### config.mk
export PLATFORM = sky130hd
export DESIGN_NAME = seq_magnitude_comparator
export DESIGN_NICKNAME = d
export VERILOG_FILES = /design/src/rtl/seq_magnitude_comparator.sv
export SDC_FILE = /design/constraint.sdc
export NUM_CORES = 1
export LEC_CHECK = 0
export CAP_MARGIN = 20
export CORE_MARGIN = 1.5
export CORE_UTILIZATION = 48
export CTS_BUF_LIST = sky130_fd_sc_hd__clkbuf_8
export DETAILED_ROUTE_END_ITERATION = 8
export PLACE_DENSITY = 0.78
export SYNTH_ARGS = -nofsm -noshare
export SYNTH_HDL_FRONTEND = slang
export SYNTH_SLANG_ARGS = --single-unit
### constraint.sdc
create_clock -name clk -period 2.65 [get_ports clk]
set_input_delay 0.265 -clock clk [delete_from_list [all_inputs] [get_ports clk]]
set_output_delay 0.265 -clock clk [all_outputs]
set_load 0.01 [all_outputs]
### src/rtl/seq_magnitude_comparator.sv
`default_nettype none
// ============================================================================
// Module   : seq_magnitude_comparator
// Brief    : Chunk-serial MSB-first signed/unsigned magnitude comparator with
//            valid/ready handshakes. Define CMP_EARLY_EXIT_EN for early exit.
// Revision : 1.0 - initial release
// ============================================================================
module seq_magnitude_comparator #(
    parameter int WIDTH = 16,
    parameter int CHUNK = 4
) (
    input  logic             clk,
    input  logic             rst_n,
    input  logic             in_valid,
    output logic             in_ready,
    input  logic [WIDTH-1:0] a,
    input  logic [WIDTH-1:0] b,
    input  logic             signed_mode,
    output logic             out_valid,
    input  logic             out_ready,
    output logic             gt,
    output logic             lt,
    output logic             eq
);

    localparam int NCHUNK = WIDTH / CHUNK;
    localparam int IDXW   = (NCHUNK > 1) ? $clog2(NCHUNK) : 1;

    typedef enum logic [1:0] {
        S_IDLE = 2'd0,
        S_CMP  = 2'd1,
        S_DONE = 2'd2
    } state_t;

    state_t            r_state;
    state_t            w_state_nxt;
    logic [WIDTH-1:0]  r_a;
    logic [WIDTH-1:0]  r_b;
    logic              r_signed;
    logic [IDXW-1:0]   r_idx;
    logic              r_gt;
    logic              r_lt;
    logic              r_eq;

    logic [CHUNK-1:0]  w_ca;
    logic [CHUNK-1:0]  w_cb;
    logic              w_top;
    logic              w_last;
    logic              w_sign_diff;
    logic              w_gt;
    logic              w_lt;
    logic              w_exit;
    logic              w_res_gt;
    logic              w_res_lt;

    always_comb begin
        w_ca = '0;
        w_cb = '0;
        for (int i = 0; i < NCHUNK; i++) begin
            if (r_idx == IDXW'(i)) begin
                w_ca = r_a[i*CHUNK +: CHUNK];
                w_cb = r_b[i*CHUNK +: CHUNK];
            end
        end
    end

    assign w_top       = (r_idx == IDXW'(NCHUNK - 1));
    assign w_last      = (r_idx == '0);
    // In signed mode a differing sign bit settles the result on its own.
    assign w_sign_diff = r_signed & w_top & (r_a[WIDTH-1] ^ r_b[WIDTH-1]);
    assign w_gt        = w_sign_diff ? r_b[WIDTH-1] : (w_ca > w_cb);
    assign w_lt        = w_sign_diff ? r_a[WIDTH-1] : (w_ca < w_cb);

`ifdef CMP_EARLY_EXIT_EN
    assign w_exit   = w_last | w_gt | w_lt;
    assign w_res_gt = w_gt;
    assign w_res_lt = w_lt;
`else
    logic r_decided;
    logic r_dgt;
    logic r_dlt;

    assign w_exit   = w_last;
    assign w_res_gt = r_decided ? r_dgt : w_gt;
    assign w_res_lt = r_decided ? r_dlt : w_lt;

    always_ff @(posedge clk or negedge rst_n) begin
        if (!rst_n) begin
            r_decided <= 1'b0;
            r_dgt     <= 1'b0;
            r_dlt     <= 1'b0;
        end else if (r_state == S_IDLE) begin
            r_decided <= 1'b0;
            r_dgt     <= 1'b0;
            r_dlt     <= 1'b0;
        end else if (r_state == S_CMP && !r_decided && (w_gt || w_lt)) begin
            r_decided <= 1'b1;
            r_dgt     <= w_gt;
            r_dlt     <= w_lt;
        end
    end
`endif

    always_ff @(posedge clk or negedge rst_n) begin
        if (!rst_n) begin
            r_state <= S_IDLE;
        end else begin
            r_state <= w_state_nxt;
        end
    end

    always_comb begin
        w_state_nxt = r_state;
        case (r_state)
            S_IDLE:  if (in_valid)  w_state_nxt = S_CMP;
            S_CMP:   if (w_exit)    w_state_nxt = S_DONE;
            S_DONE:  if (out_ready) w_state_nxt = S_IDLE;
            default:                w_state_nxt = S_IDLE;
        endcase
    end

    always_ff @(posedge clk or negedge rst_n) begin
        if (!rst_n) begin
            r_a      <= '0;
            r_b      <= '0;
            r_signed <= 1'b0;
            r_idx    <= '0;
            r_gt     <= 1'b0;
            r_lt     <= 1'b0;
            r_eq     <= 1'b0;
        end else begin
            if (r_state == S_IDLE && in_valid) begin
                r_a      <= a;
                r_b      <= b;
                r_signed <= signed_mode;
                r_idx    <= IDXW'(NCHUNK - 1);
            end else if (r_state == S_CMP) begin
                if (w_exit) begin
                    // Flags only change here so they stay readable after the handshake.
                    r_gt <= w_res_gt;
                    r_lt <= w_res_lt;
                    r_eq <= ~(w_res_gt | w_res_lt);
                end else begin
                    r_idx <= r_idx - IDXW'(1);
                end
            end
        end
    end

    assign in_ready  = (r_state == S_IDLE);
    assign out_valid = (r_state == S_DONE);
    assign gt        = r_gt;
    assign lt        = r_lt;
    assign eq        = r_eq;

endmodule
`default_nettype wire

# Word level (Yosys, flattened, before mapping)
# Cells that the tools add are included.
word_totals:
  regBits: 43
  inputBits: 37
  output_inout_bits: 5
  wordCells: 66
op_classes:
  n_addsub: 1
  order_cmp: 2
  eq_ne: 9
  mux: 25
  n_bitwise: 6
  reduce_logical: 12
op_table:
  columns: ["op", "count"]
  rows:
  - ["two-way mux 4 bit", 8]
  - ["two-way mux 2 bit", 6]
  - ["two-way mux 1 bit", 10]
  - ["== test 2 bit, second input constant", 3]
  - ["case mux 2 bit (3 select lines)", 1]
  - ["AND reduction 3 bit", 2]
  - ["== test 2 x 1 -> 1 bit, second input constant", 2]
  - ["> comparator 4 bit", 1]
  - ["zero test 2 bit", 2]
  - ["< comparator 4 bit", 1]
  - ["inequality test 2 x 1 -> 1 bit, second input constant", 2]
  - ["inequality test 2 bit, second input constant", 2]
  - ["nonzero test 2 bit", 2]
  - ["logical AND 1 bit", 3]
  - ["bitwise AND 1 bit", 2]
  - ["inverter 1 bit", 2]
  - ["AND reduction 2 bit", 1]
  - ["subtractor 2 x 1 -> 2 bit, second input constant", 1]
  - ["zero test 1 bit", 1]
  - ["logical OR 1 bit", 1]
  - ["bitwise OR 1 bit", 1]
  - ["XOR 1 bit", 1]

# Logic depth before layout (Yosys ltp)
depth:
  word_depth: 11
  depth_mapped: 15
  ltp_nobuf: 13

# Worst setup path before layout
# Ideal clock, no wire load.
synth_path:
  path_type: "reg2reg"
  startpoint: "reg r_idx[0]"
  endpoint: "reg r_dlt"
  setup_time_ps: 80
  t_arrival_ps: 2604
  required_time_ps: 2570
  setup_slack_ps: -34
  stages_incl_launch_ff: 15
  path_buffers: 1
  synth_period_minus_slack_ps: 2684
  path_cell_list: "dfrtp_1 -> inv_1 -> ha_1 -> nor2b_1 -> clkbuf_1 -> a22oi_1 -> nor2_1 -> a21oi_1 -> o21ai_0 -> ha_1 -> nor2b_2 -> o211ai_4 -> a21oi_1 -> or3_4 -> o211ai_2"
synth_between:
  elab_chain_cells: 10
  elab_cells_between_ends: 23
  classes_between: "order compare: 2; eq/ne: 3; mux: 12; bitwise: 2; reduce/logical: 4"
synth_lines:
  columns: ["element", "line_no", "text"]
  rows:
  - ["start: declaration", "40", "logic [IDXW-1:0] r_idx;"]
  - ["start signal: assignment", "136", "r_idx <= IDXW'(NCHUNK - 1);"]
  - ["start signal: assignment", "144", "r_idx <= r_idx - IDXW'(1);"]
  - ["zero test 2 bit", "60", "if (r_idx == IDXW'(i)) begin"]
  - ["two-way mux 4 bit (4 in a row)", "60", null]
  - ["> comparator 4 bit or < comparator 4 bit (tied branches)", "71, 72", null]
  - ["two-way mux 1 bit (on tied branches)", "71, 72", null]
  - ["logical OR 1 bit", "96", "end else if (r_state == S_CMP && !r_decided && (w_gt || w_lt)) begin"]
  - ["logical AND 1 bit", "96", null]
  - ["nonzero test 2 bit (no line)", null, null]
  - ["end signal: assignment", "99", "r_dlt <= w_lt;"]
  - ["end: declaration", "81", "logic r_dlt;"]
# Parallel ways exist; a longest one is shown, timed or not. The select of a mux whose other input is x is not followed.
# A chain may end at the register's enable or synchronous reset.

# Worst setup path in the final report
layout_path:
  startpoint: "reg r_idx[1]"
  endpoint: "reg r_dlt"
# Same word-level chain as after synthesis.

==> results.md <==
* Status: finished clean
* CP endpoint kind: flop
* Sequential area share after synthesis at 48.9%
* Hold Path Class: input pin to asynchronous set/reset pin
* RSZ-0062 raised after global routing: yes
* Crit path max-delay family: compound AO/OA/AOI/OAI gates
* Worst vdd ir at 0.000650 V
* Worst rel slew slack at 37.4%
* H-tree depth at 2
* Input/output buffers at 41
* Fraction of layout cells with a size suffix above 1 at 38.6%
* Syn Std Cell Area at 2200 µm²
* Setup CP Type: flop to flop
* Final Setup Violations at 0
* CTS clk-pin slew, worst paths at 0.08 ns
* Post-Syn Area per Cell at 11.9 µm²
* Register Area at 1080 µm²
* Ant. Diodes at 0
* Dpl cell area at 2640 µm²
* Site row count at 24
* Main combinational cell family by area after synthesis: multiplexers
* CTS tree: yes
* Initial antenna violation count at 0
* Gate Count Post-Synth at 184
* Die footprint at 4990 µm²
* Hold WS at 0.106 ns
* XOR/XNOR share of the synthesized area at 0.398%
* DRC Markers at 0
* Cell-by-cell trace of the critical path: inv_2 -> ha_4 -> buf_6 -> nand3b_1 -> a21oi_1 -> a21oi_1 -> o21ai_1 -> ha_4 -> a21oi_4 -> a21oi_2 -> or3_4 -> o211ai_2
* Clk sink count at 43
* Multi-input logic area at 1200 µm²
* Post-Place Cells at 273
* Die height at 70.7 µm
* Vias in the first global route at 1529
* CTS max path bufs at 2
* Pwr dens at 1430 nW/µm²
* Routability cong. at 0.850
* DRT Pass-1 Iters at 4
* Layout net count at 280
* Worst Skew at 0.00578 ns
* Synthesized flop and latch total at 43
* Starting Density at 50.1%
* Number of synthesis warnings at 0
* Tot Pwr at 4.29 mW
* Max-Cap Viols at 0
* Largest fanout on the critical path at 9
* Layout Cells excl Fill at 288
* Largest net degree at the start of global routing at 44
* Fill cells at 301
* Core area at 4380 µm²
* Number of DRC markers in iteration 0 at 174
* CP arrival at 2.87 ns
* CTS Hold Bufs at 0
* WL per Instance at 17.6 µm
* Simple-gate share of the synthesized area at 10.0%
* All-Layer GR Usage at 18.5%
* Cell area after layout at 3000 µm²
* Mapped Nets at 229
* Routed vias/inst at 5.69
* Cell variety after synth at 37
* Slowest CP cell: or3_4
* Period utilisation layout at 100%
* Final Max Tran Viols at 0
* Final ANT Viol Nets at 0
* Delay of the slowest critical-path stage at 0.40 ns
* Total CTS buffers at 5
* Final WL at 5080 µm
* Global route overflow at 0
* Compound-cell area share of the yosys netlist at 12.5%
* CP startpoint kind: flop
* Final hold vios at 0
* Slew @ Worst Pin at 0.940 ns
* Multiplexer area fraction after synthesis at 19.0%
* Die X at 70.7 µm
* Fmax at 378 MHz
* Vias after detailed routing at 1639
* Post-Synth Adder-Cell Area at 4.55%
* Final HPWL DP at 3000 µm
* Clk_lat worst skew at 0.30 ns
* Total I/O pin count at 42
* Worst EP required at 2.88 ns
* Static Leak at 1.22 nW
* Root Driver: clkbuf_8
* Buffer and inverter count on the worst path at 2
* First-pass GRT wire length at 7290 µm
* Fin crit period at 2.65 ns
* Synth-to-layout area growth at 36.4%
==> through the flow <==
stage	util, %	setup WS, ns	TNS [ns]
2_1_floorplan	-	0.0130	0
3_3_place_gp	60.2	0.0648	0
3_5_place_dp	60.2	-0.113	-0.350
4_1_cts	63.4	0.0252	0
5_1_grt	68.4	-0.167	-0.791
6_report	68.4	0.00117	0
==> sequential cells by signal, summed over array words and instances, names as in the netlist <==
register	count
gt	1
r_dgt	1
r_decided	1
r_a	16
r_dlt	1
r_b	16
r_signed	1
r_idx	2
r_state	2
lt	1
eq	1
==> worst paths after layout <==
| path | start | to | slack [ns] | cells after the start |
|---|---|---|---|---|
| max | r_idx[1] | r_dlt | 0.001 | 12 |
| max reg2reg | r_idx[1] | r_dlt | 0.001 | 12 |
| min | rst_n | r_a[13] | 0.11 | 1 |
| min in group clk | eq | eq | 0.48 | 2 |
| max in group asynchronous | rst_n | r_b[9] | 1.97 | 1 |
| min reg2reg | eq | eq | 0.48 | 2 |
==> worst register-to-register path, cell delays in order (launching register included) <==
cell,delay (ns)
dfrtp_1,0.38
inv_2,0.08
ha_4,0.17
buf_6,0.14
nand3b_1,0.19
a21oi_1,0.21
a21oi_1,0.07
o21ai_1,0.22
ha_4,0.27
a21oi_4,0.21
a21oi_2,0.09
or3_4,0.40
o211ai_2,0.16
==> power by group <==
part           internal, mW  switching (mW)
sequential            0.985           0.308
combinational          1.33            1.14
clock                 0.305           0.225
total                  2.62            1.67
==> synthesized netlist by cell type (all sizes together) <==
master  instances  area (µm²)
a211oi          2        15.0
a21oi          18        93.8
a221oi          4        35.0
a22o            1        8.76
a22oi           3        22.5
a31oi           1        6.26
and2            1        8.76
buf             8        72.6
clkbuf          3        11.3
dfrtp          43        1080
ha              8         100
inv             5        18.8
mux2           35         417
nand2           9        33.8
nand2b          2        12.5
nand3b          2        15.0
nand4           1        6.26
nor2           10        47.6
nor2b           7        46.3
nor3            5        25.0
nor3b           1        7.51
o211ai          3        41.3
o21ai           7        35.0
o311ai          1        8.76
o31ai           1        7.51
or2             1        6.26
or3             1        11.3
xnor2           1        8.76
==> final cells by class <==
cell class | instances | share of cell area, %
clock buffer | 6 | 2.75
clock inverter | 2 | 1.17
inverter | 5 | 0.626
multi-input combinational | 125 | 40.0
sequential | 43 | 35.9
tap | 52 | 2.17
timing repair buffer | 55 | 17.4
==> logic make-up after synthesis <==
kind of cell	count (synthesis)
AO/OA/AOI/OAI	41
XOR/XNOR	1
adder cells (fa/ha/maj)	8
buffers and inverters	16
flip-flops	43
multiplexers	35
AND/OR/NAND/NOR	40
==> metal layers <==
metal | share of wire (%) | track usage, % | vias to the layer above
met1 | 41 | 25.7 | 814
met5 | 0 | 0 | -
met4 | 2.7 | 6.92 | 0
met3 | 4.9 | 2.71 | 12
met2 | 51 | 29.6 | 53
li1 | - | - | 760
==> layout by cell type (no fill, tap or decap), types with 2 or more instances in the layout <==
cell type and n:
a21oi_1 13, a21oi_2 4, a221oi_2 3, a22oi_2 2
buf_4 11, buf_6 3, clkbuf_8 6, clkdlybuf4s50_1 40
dfrtp_1 43, ha_1 2, ha_4 5, inv_1 3
inv_2 2, mux2_2 29, mux2_4 6, nand2_1 9
nand2b_1 2, nand3b_1 2, nor2_1 7, nor2_2 2
nor2b_1 5, nor2b_4 2, nor3_1 3, nor3_2 2
o21ai_0 3, o21ai_1 4
==> what timing repair did <==
action                                  4_1_cts  5_1_grt
buffers inserted                              0        7
endpoints found under the hold margin         0        0
endpoints found under the setup margin        5        6
pin swaps                                     2       20
gates resized for setup                       5       38
Note: power is estimated with default switching activity, not from simulation.
